[config.mk]
export PLATFORM = sky130hd
export DESIGN_NAME = cu_edge_data_accumulate_flat
export DESIGN_NICKNAME = d
export VERILOG_FILES = /design/src/rtl/cu_edge_data_accumulate_pkg.sv /design/src/rtl/cu_edge_data_accumulate_if.sv /design/src/rtl/cu_edge_data_accumulate.sv /design/src/flat_wrapper.sv
export SDC_FILE = /design/constraint.sdc
export NUM_CORES = 2
export LEC_CHECK = 0
export ABC_CLOCK_PERIOD_IN_PS = 9850
export BUFFER_PORTS_ARGS = -buffer_cell sky130_fd_sc_hd__clkbuf_2
export CAP_MARGIN = 20
export CORE_AREA = 3 3 596 598
export CTS_CLUSTER_DIAMETER = 80
export DETAILED_ROUTE_END_ITERATION = 10
export DIE_AREA = 0 0 599 601
export GPL_TIMING_DRIVEN = 1
export PLACE_DENSITY = 0.3
export SYNTH_ARGS = -nofsm -noshare
export SYNTH_HDL_FRONTEND = slang
export SYNTH_SLANG_ARGS = --single-unit
[constraint.sdc]
create_clock -name clock -period 9.85 [get_ports clock]
set_clock_uncertainty 0.2 [all_clocks]
set_input_delay 0.985 -clock clock [delete_from_list [all_inputs] [get_ports clock]]
set_output_delay 0.985 -clock clock [all_outputs]
set_load 0.02 [all_outputs]
[src/rtl/cu_edge_data_accumulate_pkg.sv]
// Shared types, constants and helpers for the CU edge-data accumulate stage.
package cu_edge_data_accumulate_pkg;

  localparam int unsigned DATA_SIZE        = 4;
  localparam int unsigned CACHELINE_SIZE   = 128;
  localparam logic [63:0] ADDRESS_MOD_MASK = 64'(CACHELINE_SIZE - 1);

  typedef enum logic [2:0] {
    IDLE,
    VERTEX_REQ,
    VERTEX_WAIT,
    ACCUM,
    WRITE_OUT
  } accum_state;

  typedef enum logic [1:0] {
    NO_COMMAND,
    READ_CL_NA,
    WRITE_NA
  } command_e;

  typedef enum logic [1:0] {
    CMD_INVALID,
    CMD_READ,
    CMD_WRITE
  } cmd_type_e;

  typedef enum logic [1:0] {
    STRUCT_INVALID,
    READ_GRAPH_DATA,
    WRITE_GRAPH_DATA
  } vertex_struct_e;

  typedef struct packed {
    logic        valid;
    logic [63:0] auxiliary2;
  } WEDInterface;

  typedef struct packed {
    logic alfull;
    logic empty;
  } BufferStatus;

  typedef struct packed {
    logic        valid;
    logic [31:0] id;
    logic [31:0] in_degree;
  } VertexInterface;

  typedef struct packed {
    logic        valid;
    logic [31:0] data;
  } EdgeData;

  typedef struct packed {
    logic           valid;
    command_e       command;
    cmd_type_e      cmd_type;
    vertex_struct_e vertex_struct;
    logic [11:0]    size;
    logic [63:0]    address;
    logic [4:0]     cacheline_offest;
    logic [7:0]     cu_id;
  } CommandBufferLine;

  typedef struct packed {
    logic             valid;
    CommandBufferLine cmd;
    logic [511:0]     data;
  } ReadWriteDataLine;

  function automatic logic [31:0] swap_endianess_word_hf(input logic [31:0] word);
    return {word[7:0], word[15:8], word[23:16], word[31:24]};
  endfunction

  // Builds a full 128-byte cacheline holding one byte-swapped word at a word offset.
  function automatic logic [1023:0] write_data_place_cacheline_hf(input logic [4:0]  offset,
                                                                  input logic [31:0] word);
    logic [1023:0] line;
    line = '0;
    line[{offset, 5'b00000} +: 32] = swap_endianess_word_hf(word);
    return line;
  endfunction

endpackage

[src/rtl/cu_edge_data_accumulate_if.sv]
// Bus bundle between the accumulate stage, its source FIFOs and the write arbiter.
interface cu_edge_data_accumulate_if;
  import cu_edge_data_accumulate_pkg::*;

  logic             enabled_in;
  WEDInterface      wed_request_in;
  BufferStatus      vertex_buffer_status;
  VertexInterface   vertex_job;
  logic             vertex_request;
  BufferStatus      data_buffer_status;
  EdgeData          edge_data;
  logic             edge_data_request;
  BufferStatus      write_buffer_status;
  CommandBufferLine write_command_out;
  ReadWriteDataLine write_data_0_out;
  ReadWriteDataLine write_data_1_out;
  logic [31:0]      vertex_done_count;

  modport master (
    output enabled_in, wed_request_in, vertex_buffer_status, vertex_job,
           data_buffer_status, edge_data, write_buffer_status,
    input  vertex_request, edge_data_request, write_command_out,
           write_data_0_out, write_data_1_out, vertex_done_count
  );

  modport slave (
    input  enabled_in, wed_request_in, vertex_buffer_status, vertex_job,
           data_buffer_status, edge_data, write_buffer_status,
    output vertex_request, edge_data_request, write_command_out,
           write_data_0_out, write_data_1_out, vertex_done_count
  );
endinterface

[src/rtl/cu_edge_data_accumulate.sv]
// Pops in_degree edge words per vertex job, sums them and writes the sum
// to the vertex slot of the output array as one cacheline-positioned command.
module cu_edge_data_accumulate
  import cu_edge_data_accumulate_pkg::*;
#(
  parameter int unsigned CU_ID = 1
) (
  input logic                      clock,
  input logic                      rstn,
  cu_edge_data_accumulate_if.slave bus
);

  accum_state       state_q, state_d;
  logic             enabled_q;
  logic [63:0]      aux2_q, aux2_d;
  logic [31:0]      id_q, id_d;
  logic [31:0]      in_degree_q, in_degree_d;
  logic [31:0]      sum_q, sum_d;
  logic [31:0]      req_cnt_q, req_cnt_d;
  logic [31:0]      rcv_cnt_q, rcv_cnt_d;
  logic             job_seen_q, job_seen_d;
  logic             vertex_request_q, vertex_request_d;
  logic             edge_request_q, edge_request_d;
  CommandBufferLine cmd_q, cmd_d;
  ReadWriteDataLine data0_q, data0_d;
  ReadWriteDataLine data1_q, data1_d;
  logic [31:0]      done_q, done_d;

  logic [63:0]      slot_byte;
  logic [4:0]       offset;
  logic [1023:0]    line;

  assign slot_byte = {32'b0, id_q} << 2;
  assign offset    = 5'((slot_byte & ADDRESS_MOD_MASK) >> 2);
  assign line      = write_data_place_cacheline_hf(offset, sum_q);

  // Next-state, counters and registered-output values.
  always_comb begin
    state_d          = state_q;
    aux2_d           = aux2_q;
    id_d             = id_q;
    in_degree_d      = in_degree_q;
    sum_d            = sum_q;
    req_cnt_d        = req_cnt_q;
    rcv_cnt_d        = rcv_cnt_q;
    job_seen_d       = job_seen_q;
    vertex_request_d = 1'b0;
    edge_request_d   = 1'b0;
    cmd_d            = '0;
    data0_d          = '0;
    data1_d          = '0;
    done_d           = done_q;

    if (bus.wed_request_in.valid) begin
      aux2_d = bus.wed_request_in.auxiliary2;
    end

    // Responses to pops already issued are captured even while frozen;
    // only new pops and state moves wait for enable.
    if (state_q == VERTEX_WAIT && bus.vertex_job.valid) begin
      id_d        = bus.vertex_job.id;
      in_degree_d = bus.vertex_job.in_degree;
      job_seen_d  = 1'b1;
    end
    if (state_q == ACCUM && bus.edge_data.valid) begin
      sum_d     = sum_q + bus.edge_data.data;
      rcv_cnt_d = rcv_cnt_q + 32'd1;
    end

    if (enabled_q) begin
      case (state_q)
        IDLE: begin
          if (bus.wed_request_in.valid && !bus.vertex_buffer_status.empty) begin
            state_d = VERTEX_REQ;
          end
        end
        VERTEX_REQ: begin
          vertex_request_d = 1'b1;
          state_d          = VERTEX_WAIT;
        end
        VERTEX_WAIT: begin
          if (job_seen_d) begin
            job_seen_d = 1'b0;
            sum_d      = '0;
            req_cnt_d  = '0;
            rcv_cnt_d  = '0;
            state_d    = (in_degree_d == '0) ? WRITE_OUT : ACCUM;
          end
        end
        ACCUM: begin
          edge_request_d = !bus.data_buffer_status.empty && (req_cnt_q != in_degree_q);
          if (edge_request_d) begin
            req_cnt_d = req_cnt_q + 32'd1;
          end
          if (rcv_cnt_d == in_degree_q) begin
            state_d = WRITE_OUT;
          end
        end
        WRITE_OUT: begin
          if (!bus.write_buffer_status.alfull) begin
            cmd_d.valid            = 1'b1;
            cmd_d.command          = WRITE_NA;
            cmd_d.cmd_type         = CMD_WRITE;
            cmd_d.vertex_struct    = WRITE_GRAPH_DATA;
            cmd_d.size             = 12'(DATA_SIZE);
            cmd_d.address          = aux2_q + slot_byte;
            cmd_d.cacheline_offest = offset;
            cmd_d.cu_id            = 8'(CU_ID);
            data0_d.valid          = ~offset[4];
            data0_d.cmd            = cmd_d;
            data0_d.data           = line[511:0];
            data1_d.valid          = offset[4];
            data1_d.cmd            = cmd_d;
            data1_d.data           = line[1023:512];
            done_d                 = done_q + 32'd1;
            state_d                = IDLE;
          end
        end
        default: state_d = IDLE;
      endcase
    end
  end

  // State and output registers with synchronous active-low reset.
  always_ff @(posedge clock) begin
    if (!rstn) begin
      state_q          <= IDLE;
      enabled_q        <= 1'b0;
      aux2_q           <= '0;
      id_q             <= '0;
      in_degree_q      <= '0;
      sum_q            <= '0;
      req_cnt_q        <= '0;
      rcv_cnt_q        <= '0;
      job_seen_q       <= 1'b0;
      vertex_request_q <= 1'b0;
      edge_request_q   <= 1'b0;
      cmd_q            <= '0;
      data0_q          <= '0;
      data1_q          <= '0;
      done_q           <= '0;
    end else begin
      state_q          <= state_d;
      enabled_q        <= bus.enabled_in;
      aux2_q           <= aux2_d;
      id_q             <= id_d;
      in_degree_q      <= in_degree_d;
      sum_q            <= sum_d;
      req_cnt_q        <= req_cnt_d;
      rcv_cnt_q        <= rcv_cnt_d;
      job_seen_q       <= job_seen_d;
      vertex_request_q <= vertex_request_d;
      edge_request_q   <= edge_request_d;
      cmd_q            <= cmd_d;
      data0_q          <= data0_d;
      data1_q          <= data1_d;
      done_q           <= done_d;
    end
  end

  assign bus.vertex_request    = vertex_request_q;
  assign bus.edge_data_request = edge_request_q;
  assign bus.write_command_out = cmd_q;
  assign bus.write_data_0_out  = data0_q;
  assign bus.write_data_1_out  = data1_q;
  assign bus.vertex_done_count = done_q;

endmodule

[src/flat_wrapper.sv]
// flat-port wrapper written by rule: the top's interface ports become plain ports
module cu_edge_data_accumulate_flat import cu_edge_data_accumulate_pkg::*;
#(
  parameter int unsigned CU_ID = 1
)
  (clock, rstn, bus_enabled_in, bus_wed_request_in, bus_vertex_buffer_status, bus_vertex_job, bus_data_buffer_status, bus_edge_data, bus_write_buffer_status, bus_vertex_request, bus_edge_data_request, bus_write_command_out, bus_write_data_0_out, bus_write_data_1_out, bus_vertex_done_count);
  cu_edge_data_accumulate_if bus_i ();
  input logic clock;
  input logic rstn;
  input wire logic [$bits(bus_i.enabled_in)-1:0] bus_enabled_in;
  input wire logic [$bits(bus_i.wed_request_in)-1:0] bus_wed_request_in;
  input wire logic [$bits(bus_i.vertex_buffer_status)-1:0] bus_vertex_buffer_status;
  input wire logic [$bits(bus_i.vertex_job)-1:0] bus_vertex_job;
  input wire logic [$bits(bus_i.data_buffer_status)-1:0] bus_data_buffer_status;
  input wire logic [$bits(bus_i.edge_data)-1:0] bus_edge_data;
  input wire logic [$bits(bus_i.write_buffer_status)-1:0] bus_write_buffer_status;
  output wire logic [$bits(bus_i.vertex_request)-1:0] bus_vertex_request;
  output wire logic [$bits(bus_i.edge_data_request)-1:0] bus_edge_data_request;
  output wire logic [$bits(bus_i.write_command_out)-1:0] bus_write_command_out;
  output wire logic [$bits(bus_i.write_data_0_out)-1:0] bus_write_data_0_out;
  output wire logic [$bits(bus_i.write_data_1_out)-1:0] bus_write_data_1_out;
  output wire logic [$bits(bus_i.vertex_done_count)-1:0] bus_vertex_done_count;
  assign bus_i.enabled_in = bus_enabled_in;
  assign bus_i.wed_request_in = bus_wed_request_in;
  assign bus_i.vertex_buffer_status = bus_vertex_buffer_status;
  assign bus_i.vertex_job = bus_vertex_job;
  assign bus_i.data_buffer_status = bus_data_buffer_status;
  assign bus_i.edge_data = bus_edge_data;
  assign bus_i.write_buffer_status = bus_write_buffer_status;
  assign bus_vertex_request = bus_i.vertex_request;
  assign bus_edge_data_request = bus_i.edge_data_request;
  assign bus_write_command_out = bus_i.write_command_out;
  assign bus_write_data_0_out = bus_i.write_data_0_out;
  assign bus_write_data_1_out = bus_i.write_data_1_out;
  assign bus_vertex_done_count = bus_i.vertex_done_count;
  cu_edge_data_accumulate #(.CU_ID(CU_ID)) u_core (.clock(clock), .rstn(rstn), .bus(bus_i));
endmodule
==> flow_metrics.env <==
export IMPL_run_status="completed"
export IMPL_worstPathArrival_ps=5320
export IMPL_end_kind="flip-flop"
export IMPL_rsz0062_at_grt="no"
export IMPL_grt_pass1_wl_um=349000
export IMPL_nets=6177
export IMPL_drtIter0Drc=2070
export IMPL_gp_congestion=0.797
export IMPL_tightest_slew_ps=1100
export IMPL_path_class="reg2reg"
export IMPL_dp_hpwl_um=206000
export IMPL_cts_repair_resize_count=0
export IMPL_coreArea_mm2=0.350
export IMPL_ys_ff_latch=1358
export IMPL_wl_per_cell_um=25.0
export IMPL_cts_tree="yes"
export IMPL_p_leak_uw=0.0260
export IMPL_ys_types=78
export IMPL_start_util=0.128
export IMPL_cp_max_fo=29
export IMPL_startpoint_type="flip-flop"
export IMPL_place_ws_ps=4480
export IMPL_dr_pass1_iters=5
export IMPL_hold_path_class="in2reg"
export IMPL_power_density_mw_per_mm2=201
export IMPL_area_delta_synth_final_pct=39.7
export IMPL_setup_viol=0
export IMPL_floorplan_rows=217
export IMPL_ant_nets=0
export IMPL_via_count=37218
export IMPL_clock_latency_ps=850
export IMPL_vias_per_cell=3.48
export IMPL_syn_area_mm2=0.0449
export IMPL_drive_above_1_share=0.312
export IMPL_grt_antenna_before_repair=71
export IMPL_min_period_ps=4780
export IMPL_drc=0
export IMPL_clock_path_buffers=4
export IMPL_synth_edf_count=0
export IMPL_cts_setup_buffers=0
export IMPL_overflow=0
export IMPL_htree_levels=4
export IMPL_synth_cells=4624
export IMPL_pin_count=1520
export IMPL_wirelength_um=267000
export IMPL_seq_area_frac_synth=0.606
export IMPL_cts_sinks=1358
export IMPL_layout_setup_ws_ps=5070
export IMPL_fin_crit_sh=0.485
export IMPL_max_freq_mhz=209
export IMPL_synth_area_per_cell_um2=9.71
export IMPL_first_global_vias=36678
export IMPL_grt_max_degree=74
export IMPL_ctsHoldBuffers=0
export IMPL_use_met3=0.0334
export IMPL_numCtsBuffers=186
export IMPL_async_flop_share=0
export IMPL_die_y_um=601
export IMPL_root_buffer="clkbuf_16"
export IMPL_top_usage_layer="met2"
export IMPL_fp_dieW_um=599
export IMPL_ys_flop_type="dfxtp_1"
export IMPL_final_common_cell="clkbuf_2"
export IMPL_max_slew_margin_rel=0.268
export IMPL_clk_pin_slew_ps=60
export IMPL_fin_tns_setup_ps=0
export IMPL_grt_use_met2=0.265
export IMPL_io_buffer_count=1453
export IMPL_finalMaxSlewViolations=0
export IMPL_fp_dieArea_mm2=0.360
export IMPL_met1_usage=0.161
export IMPL_hold_viol_final=0
export IMPL_drv_cap=0
export IMPL_rrSetupSlack_ps=5070
export IMPL_required_ps=10390
export IMPL_gr_usage_all_layers=0.142
export IMPL_mostFrequentLayoutCells="1452 x clkbuf_2, 1345 x dfxtp_1, 915 x nor2_1, 376 x nand2_1, 263 x and2_1"
export IMPL_ys_warn_count=0
export IMPL_ir_worst_vdd_mv=0.132
==> power by group <==
group	leakage, uW	total [uW]	switching, uW	internal (uW)
Clock	0.00305	6860	2780	4080
Sequential	0.0110	5540	24.0	5510
Combinational	0.0120	203	131	72.4
Total	0.0260	12600	2930	9670
==> cells in the mapped netlist (all sizes together) (4+ instances only) <==
library cell / count / area (um^2)
dfxtp: 1358 / 27200
ha: 70 / 876
nor2: 917 / 3440
nand4: 56 / 350
o31ai: 12 / 90.1
o211ai: 8 / 60.1
nor4: 33 / 243
xnor2: 107 / 945
clkbuf: 243 / 912
nand2b: 15 / 93.8
o21ai: 71 / 355
o21bai: 4 / 30.0
nor2b: 15 / 93.8
and4: 10 / 87.6
nand2: 379 / 1420
a21oi: 175 / 876
a31oi: 14 / 87.6
nand3b: 10 / 75.1
and3: 38 / 238
and2: 265 / 1660
xor2: 78 / 683
a21o: 31 / 233
or2: 4 / 25.0
nor3: 136 / 681
a211oi: 8 / 60.1
nand4b: 4 / 50.1
or4: 16 / 124
inv: 45 / 169
o221ai: 4 / 35.0
o21a: 6 / 45.0
buf: 232 / 1700
mux2i: 72 / 721
nand3: 94 / 480
or3: 29 / 181
nor3b: 9 / 67.6
==> layout make-up <==
cell class	count	area, um^2
fillers	39191	287000
flip-flops and latches	1358	27200
multi-input cells	2808	15400
repair buffers	1534	7930
well taps	4599	5750
clock buffers	259	5330
clock inverters	68	910
inverters	45	174
diodes	16	40.0
==> final timing paths <==
check / cells after the start / endpoint / start
max: 12 / u_core.bus.write_command_out[61] / u_core.id_q[2]
min: 3 / u_core.id_q[29] / bus_vertex_job[61]
max reg2reg: 12 / u_core.bus.write_command_out[61] / u_core.id_q[2]
min reg2reg: 2 / u_core.id_q[12] / u_core.id_q[12]
==> registers in the layout (all words and copies together) (netlist names) <==
register / cells
u_core.aux2_q: 64
u_core.bus.edge_data_request: 1
u_core.bus.vertex_done_count: 32
u_core.bus.vertex_request: 1
u_core.bus.write_command_out: 65
u_core.bus.write_data_0_out: 513
u_core.bus.write_data_1_out: 517
u_core.enabled_q: 1
u_core.id_q: 32
u_core.in_degree_q: 32
u_core.job_seen_q: 1
u_core.rcv_cnt_q: 32
u_core.req_cnt_q: 32
u_core.state_q: 3
u_core.sum_q: 32
==> critical path, stage by stage, from the launching register on <==
cell,delay [ps]
dfxtp_1,780
ha_1,300
nor2b_1,190
o21ai_1,90
a21oi_1,290
o31ai_1,170
o21bai_1,290
o21ai_1,230
o41ai_1,970
a31oi_2,220
buf_4,280
or4_1,520
a21oi_1,170
==> per-layer routing <==
layer	up-vias	routed length [um]
met3	378	16900
li1	17469	-
met2	1340	139000
met1	18013	104000
met5	-	125
met4	18	7120
==> per-stage QoR <==
| step | instances | instance area, um^2 | hold slack, ps | power, uW | util |
|---|---|---|---|---|---|
| 2_1_floorplan | 4686 | 45100 | 241 | 5790 | - |
| 3_3_place_gp | 10339 | 56400 | 259 | 5860 | 0.161 |
| 3_5_place_dp | 10342 | 56400 | 254 | 5860 | 0.161 |
| 4_1_cts | 10669 | 62600 | 58.5 | 12900 | 0.179 |
| 5_1_grt | 10671 | 62700 | 101 | 13100 | 0.179 |
| 6_report | 10687 | 62700 | 181 | 12600 | 0.179 |
==> logic make-up after synthesis <==
logic type / after synthesis / share of synthesized area
AND/OR/NAND/NOR: 2035 / 0.208
flip-flops: 1358 / 0.606
buffers and inverters: 520 / 0.0619
AO/OA/AOI/OAI: 380 / 0.0511
XOR/XNOR: 185 / 0.0363
adder cells (fa/ha/maj): 73 / 0.0206
multiplexers: 72 / 0.0161
other: 1 / 0.0000835
(Power assumes the default switching activity.)
